File: src/rtl/alu_pkg.sv
// rtl/alu_pkg.sv - shared opcodes and FSM state encoding for the multi-cycle ALU
// Purpose: opcode constants ALU_AND..ALU_DIVU and the controller state type.
// Ports: none (package).
package alu_pkg;

    localparam logic [3:0] ALU_AND  = 4'd0;
    localparam logic [3:0] ALU_OR   = 4'd1;
    localparam logic [3:0] ALU_XOR  = 4'd2;
    localparam logic [3:0] ALU_NOR  = 4'd3;
    localparam logic [3:0] ALU_ADD  = 4'd4;
    localparam logic [3:0] ALU_SUB  = 4'd5;
    localparam logic [3:0] ALU_SLTU = 4'd6;
    localparam logic [3:0] ALU_SLL  = 4'd7;
    localparam logic [3:0] ALU_MULU = 4'd8;
    localparam logic [3:0] ALU_DIVU = 4'd9;

    typedef enum logic [1:0] {
        ST_IDLE = 2'd0,
        ST_EXEC = 2'd1,
        ST_ITER = 2'd2,
        ST_DONE = 2'd3
    } state_t;

endpackage

File: src/rtl/alu_mdu_iter.sv
// rtl/alu_mdu_iter.sv - shared shift-add multiply / restoring divide datapath
// Purpose: one multiply or divide step per cycle while step=1, WIDTH steps total.
// Ports:
//   clk, rst        clock, asynchronous active-high reset
//   load            capture a/b and mode, clear the step counter
//   step            advance one iteration
//   mode            0 = unsigned multiply, 1 = unsigned divide (sampled on load)
//   a, b            operands (multiplier/multiplicand or dividend/divisor)
//   last            the current step is the final one
//   res_lo, res_hi  value the shift register takes after the current step
//                   (low product/quotient, high product/remainder)
module alu_mdu_iter #(
    parameter int WIDTH = 32
) (
    input  logic             clk,
    input  logic             rst,
    input  logic             load,
    input  logic             step,
    input  logic             mode,
    input  logic [WIDTH-1:0] a,
    input  logic [WIDTH-1:0] b,
    output logic             last,
    output logic [WIDTH-1:0] res_lo,
    output logic [WIDTH-1:0] res_hi
);

    localparam int CNT_W = $clog2(WIDTH) + 1;

    // acc holds the multiplicand or the divisor for the whole operation.
    logic [WIDTH-1:0]   acc;
    // sr = {partial product high / remainder, multiplier / quotient}
    logic [2*WIDTH-1:0] sr;
    logic [CNT_W-1:0]   cnt;
    logic               div_mode;

    logic [WIDTH:0]     mul_sum;
    logic [WIDTH:0]     rem_sh;
    logic [WIDTH:0]     trial;
    logic [2*WIDTH-1:0] sr_next;

    always_comb begin
        mul_sum = {1'b0, sr[2*WIDTH-1:WIDTH]} + (sr[0] ? {1'b0, acc} : '0);
        // Remainder shifted left with the next dividend bit; needs WIDTH+1 bits.
        rem_sh  = {sr[2*WIDTH-1:WIDTH], sr[WIDTH-1]};
        // Remainder stays below the divisor, so a set top bit means a borrow.
        trial   = rem_sh - {1'b0, acc};
        if (!div_mode) begin
            sr_next = {mul_sum, sr[WIDTH-1:1]};
        end else if (!trial[WIDTH]) begin
            sr_next = {trial[WIDTH-1:0], sr[WIDTH-2:0], 1'b1};
        end else begin
            sr_next = {rem_sh[WIDTH-1:0], sr[WIDTH-2:0], 1'b0};
        end
    end

    assign last   = (cnt == CNT_W'(WIDTH - 1));
    assign res_lo = sr_next[WIDTH-1:0];
    assign res_hi = sr_next[2*WIDTH-1:WIDTH];

    always_ff @(posedge clk or posedge rst) begin
        if (rst) begin
            acc      <= '0;
            sr       <= '0;
            cnt      <= '0;
            div_mode <= 1'b0;
        end else if (load) begin
            acc      <= b;
            sr       <= {{WIDTH{1'b0}}, a};
            cnt      <= '0;
            div_mode <= mode;
        end else if (step) begin
            sr       <= sr_next;
            cnt      <= cnt + 1'b1;
        end
    end

endmodule

File: src/rtl/alu_mc.sv
// rtl/alu_mc.sv - multi-cycle ALU with start/busy/done handshake
// Purpose: single-cycle logic/arith ops plus iterative MULU/DIVU; results held until
//          the next accepted start.
// Ports:
//   clk, rst     clock, asynchronous active-high reset
//   start        request, accepted only while busy=0
//   ALU_OP, A, B operation and operands, sampled with an accepted start
//   busy         operation in progress
//   done         one-cycle pulse when F/H/flags are updated
//   F, H         primary / secondary result
//   ZF, OF, DZ   zero, signed overflow (ADD/SUB), divide by zero (DIVU)
module alu_mc
    import alu_pkg::*;
#(
    parameter int WIDTH = 32,
    parameter int OP_W  = 4
) (
    input  logic             clk,
    input  logic             rst,
    input  logic             start,
    input  logic [OP_W-1:0]  ALU_OP,
    input  logic [WIDTH-1:0] A,
    input  logic [WIDTH-1:0] B,
    output logic             busy,
    output logic             done,
    output logic [WIDTH-1:0] F,
    output logic [WIDTH-1:0] H,
    output logic             ZF,
    output logic             OF,
    output logic             DZ
);

    localparam int SH_W = $clog2(WIDTH);
    localparam int MSB  = WIDTH - 1;

    state_t           state;
    logic [OP_W-1:0]  op_r;
    logic [WIDTH-1:0] a_r;
    logic [WIDTH-1:0] b_r;

    logic             accept;
    logic             iterative;
    logic             mdu_last;
    logic [WIDTH-1:0] mdu_lo;
    logic [WIDTH-1:0] mdu_hi;

    logic [WIDTH-1:0] s_f;
    logic [WIDTH-1:0] s_h;
    logic             s_of;
    logic             s_dz;
    logic [WIDTH-1:0] sum;
    logic [WIDTH-1:0] dif;

    assign accept    = start && (state == ST_IDLE || state == ST_DONE);
    // Divide by zero short-circuits to the single-cycle path.
    assign iterative = (ALU_OP == OP_W'(ALU_MULU)) ||
                       ((ALU_OP == OP_W'(ALU_DIVU)) && (B != '0));

    alu_mdu_iter #(.WIDTH(WIDTH)) u_mdu (
        .clk    (clk),
        .rst    (rst),
        .load   (accept),
        .step   (state == ST_ITER),
        .mode   (ALU_OP == OP_W'(ALU_DIVU)),
        .a      (A),
        .b      (B),
        .last   (mdu_last),
        .res_lo (mdu_lo),
        .res_hi (mdu_hi)
    );

    always_comb begin
        s_f  = '0;
        s_h  = '0;
        s_of = 1'b0;
        s_dz = 1'b0;
        sum  = a_r + b_r;
        dif  = a_r - b_r;
        case (op_r)
            OP_W'(ALU_AND):  s_f = a_r & b_r;
            OP_W'(ALU_OR):   s_f = a_r | b_r;
            OP_W'(ALU_XOR):  s_f = a_r ^ b_r;
            OP_W'(ALU_NOR):  s_f = ~(a_r | b_r);
            OP_W'(ALU_ADD): begin
                s_f  = sum;
                s_of = (a_r[MSB] == b_r[MSB]) && (sum[MSB] != a_r[MSB]);
            end
            OP_W'(ALU_SUB): begin
                // Same rule as ADD with B inverted: operand signs must differ.
                s_f  = dif;
                s_of = (a_r[MSB] != b_r[MSB]) && (dif[MSB] != a_r[MSB]);
            end
            OP_W'(ALU_SLTU): s_f = {{(WIDTH-1){1'b0}}, (a_r < b_r)};
            OP_W'(ALU_SLL):  s_f = b_r << a_r[SH_W-1:0];
            OP_W'(ALU_DIVU): begin
                // Only reached with B=0; non-zero divisors take the iterative path.
                s_f  = '1;
                s_h  = a_r;
                s_dz = 1'b1;
            end
            default: ;
        endcase
    end

    always_ff @(posedge clk or posedge rst) begin
        if (rst) begin
            state <= ST_IDLE;
            busy  <= 1'b0;
            done  <= 1'b0;
            F     <= '0;
            H     <= '0;
            ZF    <= 1'b0;
            OF    <= 1'b0;
            DZ    <= 1'b0;
            op_r  <= '0;
            a_r   <= '0;
            b_r   <= '0;
        end else begin
            case (state)
                ST_IDLE, ST_DONE: begin
                    done <= 1'b0;
                    if (start) begin
                        op_r  <= ALU_OP;
                        a_r   <= A;
                        b_r   <= B;
                        busy  <= 1'b1;
                        state <= iterative ? ST_ITER : ST_EXEC;
                    end else begin
                        state <= ST_IDLE;
                    end
                end
                ST_EXEC: begin
                    F     <= s_f;
                    H     <= s_h;
                    ZF    <= (s_f == '0);
                    OF    <= s_of;
                    DZ    <= s_dz;
                    done  <= 1'b1;
                    busy  <= 1'b0;
                    state <= ST_DONE;
                end
                ST_ITER: begin
                    if (mdu_last) begin
                        F     <= mdu_lo;
                        H     <= mdu_hi;
                        ZF    <= (mdu_lo == '0);
                        OF    <= 1'b0;
                        DZ    <= 1'b0;
                        done  <= 1'b1;
                        busy  <= 1'b0;
                        state <= ST_DONE;
                    end
                end
                default: state <= ST_IDLE;
            endcase
        end
    end

endmodule

File: config.mk
export PLATFORM = sky130hd
export DESIGN_NAME = alu_mc
export DESIGN_NICKNAME = d
export VERILOG_FILES = /design/src/rtl/alu_pkg.sv /design/src/rtl/alu_mdu_iter.sv /design/src/rtl/alu_mc.sv
export SDC_FILE = /design/constraint.sdc
export NUM_CORES = 1
export LEC_CHECK = 0
export BUFFER_PORTS_ARGS = -buffer_cell sky130_fd_sc_hd__buf_4
export CAP_MARGIN = 40
export CORE_MARGIN = 1
export CORE_UTILIZATION = 35
export DETAILED_ROUTE_END_ITERATION = 12
export SYNTH_ARGS = -nofsm -noshare
export SYNTH_HDL_FRONTEND = slang
export SYNTH_SLANG_ARGS = --single-unit
File: constraint.sdc
create_clock -name clk -period 7.6 [get_ports clk]
set_input_delay 1.52 -clock clk [delete_from_list [all_inputs] [get_ports clk]]
set_output_delay 1.52 -clock clk [all_outputs]
set_load 0.05 [all_outputs]
# ---- Word level (Yosys, flattened, before mapping)
# Index checks and enable logic that the tools add are counted.
dict set report totals {
  register_bits 242
  in_bits 71
}
dict set report op_classes {
  n_addsub 5
  order_cmp 1
  n_eq_ne 20
  shifts 1
  muxes 28
  bitwise_logic 4
  n_reduce_logical 17
}
# op n
set ops {}
lappend ops {{32-bit one-hot mux with 9 select lines} 1}
lappend ops {{64-bit two-way mux} 4}
lappend ops {{32-bit two-way mux} 4}
lappend ops {{32-bit one-hot mux with 2 select lines} 2}
lappend ops {{32-bit zero test} 2}
lappend ops {{32-bit by 33-bit adder with 33-bit output} 1}
lappend ops {{33-bit by 32-bit subtractor with 33-bit output} 1}
lappend ops {{32-bit adder} 1}
lappend ops {{32-bit AND} 1}
lappend ops {{32-bit less-than comparator} 1}
lappend ops {{32-bit NOT} 1}
lappend ops {{32-bit bitwise OR} 1}
lappend ops {{32-bit nonzero test} 1}
lappend ops {{32-bit by 5-bit << shifter with 32-bit output} 1}
lappend ops {{32-bit subtractor} 1}
lappend ops {{32-bit XOR} 1}
lappend ops {{4-bit by 3-bit == test with 1-bit output, second input constant} 4}
lappend ops {{4-bit == test, second input constant} 3}
lappend ops {{6-bit two-way mux} 2}
lappend ops {{4-bit by 2-bit == test with 1-bit output, second input constant} 2}
lappend ops {{1-bit one-hot mux with 2 select lines} 4}
lappend ops {{6-bit by 1-bit adder with 6-bit output, second input constant} 1}
lappend ops {{6-bit by 5-bit == test with 1-bit output, second input constant} 1}
lappend ops {{2-bit two-way mux} 3}
lappend ops {{other kinds (16)} 32}

# ---- Logic depth before layout (Yosys ltp)
# Gate-level depths: netlist of the first run.
dict set report depth {
  ltp_word 6
  ltp_mapped 18
  mapped_depth_nobuf 16
}

# ---- Hierarchy
# A second synthesis of the first run with hierarchy kept.
dict set report unflattened {
  cells_unflattened 2873
  hier_area_um2 23123.4
}
# mod n_inst cells_per_inst area_per_inst_um2
set by_module_without_submodules {}
lappend by_module_without_submodules {alu_mc 1 1780 14149.8}
lappend by_module_without_submodules {alu_mdu_iter 1 1093 8973.6}

# ---- Worst setup path before layout of the first run
# OpenSTA, ideal clock, no wires.
dict set report synth_path {
  kind {reg2reg}
  from {reg a_r[0]}
  to {reg ZF}
  t_arrival_ns 4.117
  required_time_ns 7.497
  slack_ns 3.379
  stages_incl_launch_ff 19
  period_less_slack_ns 4.221
  path_cell_list {dfrtp_1 -> buf_6 -> buf_8 -> inv_2 -> buf_2 -> ha_1 -> fa_1 -> nor2_1 -> o311ai_1 -> a32oi_1 -> a2111o_1 -> nand2_1 -> a21o_1 -> a211o_1 -> nor4b_2 -> nor4b_2 -> nand3_1 -> or4_1 -> o41ai_2}
}
dict set report synth_between {
  elab_chain_len 5
}
# element line
set synth_rtl {}
lappend synth_rtl {{start: declaration} alu_mc.sv:38} ;# logic [WIDTH-1:0] a_r;
lappend synth_rtl {{start signal: assignment} alu_mc.sv:116} ;# a_r <= '0;
lappend synth_rtl {{start signal: assignment} alu_mc.sv:124} ;# a_r <= A;
lappend synth_rtl {{branches (longest 2 deep; another with 32-bit subtractor)} --}
lappend synth_rtl {{32-bit one-hot mux with 9 select lines *} alu_mc.sv:79} ;# case (op_r)
lappend synth_rtl {{32-bit zero test *} alu_mc.sv:135} ;# ZF <= (s_f == '0);
lappend synth_rtl {{1-bit one-hot mux with 2 select lines *} alu_mc.sv:119} ;# case (state)
lappend synth_rtl {{end signal: assignment} alu_mc.sv:135}
lappend synth_rtl {{end signal: assignment} alu_mc.sv:146} ;# ZF <= (mdu_lo == '0);
lappend synth_rtl {{end: declaration} alu_mc.sv:28} ;# output logic ZF,
# Mark *: on every way between the ends.
# A chain may end at the register's enable or synchronous reset.

# ---- Final worst setup path of the first run
dict set report layout_path {
  from {reg a_r[1]}
  to {reg ZF}
}
# Same word-level chain as after synthesis.

==> impl_metrics.env, run 1 <==
export IMPL_status="complete, no violations"
export IMPL_synth_edf_count=0
export IMPL_final_layout_size_suffix_gt1_frac=0.1123
export IMPL_startpoint_type="flip-flop"
export IMPL_grt_pass1_wl_mm=142.9
export IMPL_design_area_um2=23380
export IMPL_hold_buffers=0
export IMPL_worstReg2RegStart="a_r[1]"
export IMPL_post_cts_buffers=0
export IMPL_grt_overflow_total=0
export IMPL_vias=22020
export IMPL_cts_sinks=210
export IMPL_gp_congestion=1.039
export IMPL_synth_area_leader_cell="dfrtp_1"
export IMPL_dieHeight_um=245.2
export IMPL_skew_ns=0.02944
export IMPL_crit_fanout=46
export IMPL_drt_wl_total_mm=97.59
export IMPL_timing_slew_headroom=0.3098
export IMPL_min_from="DZ"
export IMPL_dp_final_hpwl_mm=75.82
export IMPL_holdCritPathClass="reg2reg"
export IMPL_crit_type="reg2reg"
export IMPL_min_period_ns=6.126
export IMPL_startpoint="a_r[1]"
export IMPL_worst_ep_arrival_time_ns=6.63
export IMPL_syn_to_final_growth_pct=12.95
export IMPL_tightest_slew_ns=1.022
export IMPL_synth_cell_types=97
export IMPL_via_per_inst=6.352
export IMPL_antenna_found_initial=4
export IMPL_netlist_area_leader_share=0.2539
export IMPL_fin_nets=2929
export IMPL_drtIter0Drc=2636
export IMPL_crit_required_ns=8.10
export IMPL_fmax_mhz=163.2
export IMPL_wl_per_cell_um=28.15
export IMPL_synth_net_count=2883
export IMPL_dieArea_um2=60120
export IMPL_syn_avg_cell_area_um2=7.859
export IMPL_synth_area_top_cells="dfrtp_1 (25%), ha_1 (11%), o21ai_0 (6.1%)"
export IMPL_yosysMostFrequentCell="nand2_1"
export IMPL_clk_pin_slew_ns=0.07
export IMPL_grt_pass1_vias=20860
export IMPL_setup_viol=0
export IMPL_clockBufferDepth=3
export IMPL_async_flop_share=1.000
export IMPL_yosys_top_cells_count="nand2_1 (332), o21ai_0 (254), a21oi_1 (229)"
export IMPL_syn_instance_count=2634
export IMPL_die_w_um=245.2
export IMPL_dr_pass1_iters=8
export IMPL_tritoncts="done"
export IMPL_rsz0062_at_grt="no"
export IMPL_hold_viol_final=0
export IMPL_ys_seq_elements=210
export IMPL_core_rowCount=88
export IMPL_ant_nets=0
export IMPL_ioPinCount=140
export IMPL_htreeDepth=1
export IMPL_n_fill_cell=5977
export IMPL_core_area_um2=58030
export IMPL_synthFlopType="dfrtp_1"
export IMPL_yosys_warnings=0
export IMPL_synth_area_um2=20700
export IMPL_drv_cap=0
export IMPL_place_area_um2=22350
export IMPL_post_route_period_util=0.8060
export IMPL_place_port_buffers=139
export IMPL_drcViolationCount=0
export IMPL_clock_root_buffer="clkbuf_16"
export IMPL_report_final_slew_viol_count=0
export IMPL_endpoint_kind="flip-flop"
export IMPL_grt_total_usage=0.3187
export IMPL_yosysSeqAreaShare=0.2539
export IMPL_cts_resized_gates=0
export IMPL_clock_latency_ns=0.61
export IMPL_start_util=0.3568
export IMPL_grt_max_degree=159
export IMPL_cts_buffers=28
export IMPL_setup_tns_final_ns=0
-- logic make-up (layout without fill, tap and decap cells) --
group	after synthesis	count (layout)	synth area share
and+or+nand+nor	815	815	0.1843
DFF	210	210	0.2539
muxes	127	127	0.07144
other	0	3	0
AOI/OAI and AO/OA	945	945	0.2925
buffers and inverters	286	351	0.05796
xor gates and xnor gates	73	73	0.03089
adders and majority gates	178	178	0.1090
-- state kept, by name (all words and copies together) (netlist names), 2 cells and up --
name,cells
b_r,32
op_r,4
a_r,32
H,32
u_mdu.sr,64
u_mdu.cnt,6
state,2
F,32
-- routing by layer --
metal  wire, µm  global-route usage  vias up
met1      42000              0.4424    10970
li1           -                   -     9760
met2      42930              0.4903     1111
met3       8101             0.04866      185
met4       4547              0.1313        2
met5         14                   0        -
-- final timing paths --
kind	endpoint	slack [ns]	depth (start not counted)
setup reg to reg	ZF	1.47	14
setup / recovery	ZF	1.47	14
min in group asynchronous	u_mdu.sr[37]	0.91	2
hold / removal	DZ	0.48	1
max in group asynchronous	a_r[16]	5.34	3
hold reg to reg	DZ	0.48	1
-- through the flow --
step / hold WS (ns) / setup slack [ns] / std cells / utilization
after detailed placement: 0.4670 / 1.673 / 3414 / 0.3852
after floorplan: 0.5046 / 0.3425 / 2634 / -
final: 0.4781 / 1.474 / 3467 / 0.4030
after global routing: 0.4833 / 1.399 / 3464 / 0.4028
after CTS: 0.4807 / 1.659 / 3463 / 0.4028
after global placement: 0.4657 / 1.688 / 3406 / 0.3842
-- layout make-up --
class / count / area [µm²] / area share
Antenna cell: 3 / 7.507 / 0.0003211
Tap cell: 765 / 957.2 / 0.04094
Clock inverter: 13 / 226.5 / 0.009685
Clock buffer: 36 / 790.8 / 0.03382
Timing Repair Buffer: 182 / 1378 / 0.05891
Multi-Input combinational cell: 2138 / 14300 / 0.6117
Inverter: 120 / 457.9 / 0.01958
Sequential cell: 210 / 5263 / 0.2251
-- worst max-delay path, stage by stage (launching register included) --
cell and delay, ns:
dfrtp_2 0.96, inv_2 0.41, ha_1 0.44, a211oi_1 0.48, o21ai_1 0.24, a21o_1 0.26
a211oi_2 0.28, mux2i_1 0.22, o221ai_1 0.18, a2111oi_0 0.72, nor4b_2 0.34, nor4b_2 0.41
nand3_1 0.21, or4_1 0.53, o41ai_2 0.31
-- layout by cell type, fill, tap and decap left out, drive strengths merged, types with 24 or more instances in the layout --
cell type	synthesis	final
clkbuf	104	36
a22oi	41	41
nand2	332	332
mux2i	96	96
ha	174	174
a211oi	41	41
a21o	51	51
and2	51	51
nor3	40	40
inv	120	121
a31oi	24	24
a21oi	229	229
o21ai	273	273
nor2	181	181
nand2b	24	24
nor4	24	24
xnor2	45	45
xor2	28	28
buf	62	181
nor2b	30	30
o211ai	63	63
dfrtp	210	210
nand3	46	46
Power of run 1 is left out: the tool's default activity adds up to more than one toggle a clock period on the data nets, which glitch-free logic cannot reach.
==> run 2, diff against run 1 <==
==> constraint.sdc (replaced) <==
create_clock -name clk -period 5 [get_ports clk]
set_input_delay 1 -clock clk [delete_from_list [all_inputs] [get_ports clk]]
set_output_delay 1 -clock clk [all_outputs]
set_load 0.05 [all_outputs]
==> run 2 against run 1 <==
Sequential share of layout area is 0.99 points lower. Sequential cell count stayed put. Cell area is 4.7% higher. Clock-buffer cell count is 3 higher. Non-clock buffer count is 122 higher. Register-to-register slack worse by 1.3 ns. First-iteration DRC count is 14% lower. Core utilization is 1.9 points higher. Critical path type unchanged. Critical endpoint unchanged.
==> impl_metrics.env, run 2 (synthesis results as in run 1) <==
export IMPL_status="complete, no violations"
export IMPL_dp_final_hpwl_mm=80.46
export IMPL_vias=22220
export IMPL_crit_required_ns=5.51
export IMPL_grt_use_met1=0.4555
export IMPL_syn_to_final_growth_pct=18.20
export IMPL_core_rowCount=88
export IMPL_wl_per_cell_um=28.20
export IMPL_final_common_cell="nand2_1"
export IMPL_report_final_slew_viol_count=0
export IMPL_drcViolationCount=0
export IMPL_antenna_found_initial=4
export IMPL_clk_pin_slew_ns=0.06
export IMPL_cts_buffers=29
export IMPL_crit_fanout=6
export IMPL_dieArea_um2=60120
export IMPL_rsz0062_at_grt="no"
export IMPL_grt_pass1_vias=21440
export IMPL_skew_ns=0.02800
export IMPL_cts_sinks=210
export IMPL_gp_congestion=1.131
export IMPL_grt_total_usage=0.3309
export IMPL_tritoncts="done"
export IMPL_largest_register="u_mdu.sr"
export IMPL_min_path_cells=2
export IMPL_clock_root_buffer="clkbuf_16"
export IMPL_fin_util=0.4217
export IMPL_ioPinCount=140
export IMPL_final_layout_size_suffix_gt1_frac=0.1543
export IMPL_tightest_slew_ns=0.9465
export IMPL_startpoint_type="flip-flop"
export IMPL_worst_ep_arrival_time_ns=5.34
export IMPL_start_util=0.3568
export IMPL_timing_slew_headroom=0.3690
export IMPL_clockBufferDepth=3
export IMPL_grt_pass1_wl_mm=147.5
export IMPL_clock_latency_ns=0.61
export IMPL_drt_wl_total_mm=101.4
export IMPL_crit_type="reg2reg"
export IMPL_via_per_inst=6.182
export IMPL_dr_pass1_iters=5
export IMPL_post_route_period_util=0.9656
export IMPL_grt_overflow_total=0
export IMPL_setup_viol=0
export IMPL_endpoint_kind="flip-flop"
export IMPL_grt_busiest_layer="met2"
export IMPL_rr_worst_depth=16
export IMPL_place_port_buffers=139
export IMPL_holdCritPathClass="reg2reg"
export IMPL_hold_viol_final=0
export IMPL_min_period_ns=4.828
export IMPL_fmax_mhz=207.1
export IMPL_core_area_um2=58030
export IMPL_largest_reg_flops=64
export IMPL_grt_max_degree=135
export IMPL_die_w_um=245.2
export IMPL_htreeDepth=1
export IMPL_use_met3=0.05423
export IMPL_ant_nets=0
export IMPL_drv_cap=0
export IMPL_setup_tns_final_ns=0
export IMPL_fin_nets=3052
export IMPL_final_cell_mix="nand2_1 (332), buf_4 (293), o21ai_0 (254)"
export IMPL_met2_usage=0.5073
export IMPL_dieHeight_um=245.2
export IMPL_drtIter0Drc=2270
[run 2: changes by cell type in the layout (fill, tap and decap cells not counted), moves of 3 or more]
cell,previous run,this run
clkinvlp_4,0,3
buf_12,2,8
ha_2,0,3
buf_2,7,3
ha_1,173,170
buf_4,172,293
[run 2: area by class of cell]
| type | instances | area [µm²] |
|---|---|---|
| Antenna cell | 4 | 10.01 |
| Clock buffer | 39 | 823.3 |
| Clock inverter | 15 | 256.5 |
| Fill cell | 5966 | 33560 |
| Inverter | 120 | 454.2 |
| Multi-Input combinational cell | 2138 | 14330 |
| Sequential cell | 210 | 5264 |
| Tap cell | 765 | 957.2 |
| Timing Repair Buffer | 304 | 2375 |
[run 2: critical path: stages, from the launching register on]
cell and delay (ns):
dfrtp_2 0.45, inv_2 0.07, ha_1 0.20, fa_1 0.28
nor2_1 0.09, o311ai_1 0.40, a32oi_1 0.33, a21o_1 0.27
a221o_1 0.34, nor4_1 0.38, nand4b_1 0.22, nor4b_2 0.38
nor4b_2 0.29, buf_4 0.16, nand3_1 0.08, or4_1 0.50
o41ai_2 0.32
[run 2: worst paths after layout]
path                       startpoint           end  slack, ns
max                            a_r[0]            ZF       0.17
min                             F[14]         F[14]       0.48
max reg2reg                    a_r[0]            ZF       0.17
min reg2reg                     F[14]         F[14]       0.48
max in group asynchronous         rst   u_mdu.sr[9]       3.67
min in group asynchronous         rst  u_mdu.sr[33]       0.56
[run 2: timing repair]
action | 4_1_cts | 5_1_grt
gates resized for setup | 0 | 9
hold buffers | 0 | 0
endpoints found under the setup margin | 0 | 2
endpoints found under the hold margin | 0 | 0
buffers inserted | 0 | 0
[run 2: metrics by stage]
| step | cells | instance area [µm²] | setup WS [ns] | hold WS [ns] |
|---|---|---|---|---|
| 3_3_place_gp | 3534 | 23340 | 0.2457 | 0.4663 |
| 3_5_place_dp | 3537 | 23350 | 0.1097 | 0.4718 |
| 5_1_grt | 3591 | 24460 | 0.03520 | 0.5012 |
| 4_1_cts | 3591 | 24430 | 0.1157 | 0.4861 |
| 6_report | 3595 | 24470 | 0.1722 | 0.4835 |
| 2_1_floorplan | 2634 | 20700 | 0.7792 | 0.5046 |
[run 2: routing by layer]
| metal | part of all wire | vias up | wire, µm |
|---|---|---|---|
| met4 | 0.046 | 6 | 4707 |
| met5 | 0.00038 | - | 39 |
| met2 | 0.44 | 1052 | 44340 |
| met3 | 0.080 | 180 | 8092 |
| met1 | 0.44 | 10980 | 44220 |
| li1 | - | 10010 | - |
Power of run 2 is left out for the same reason.
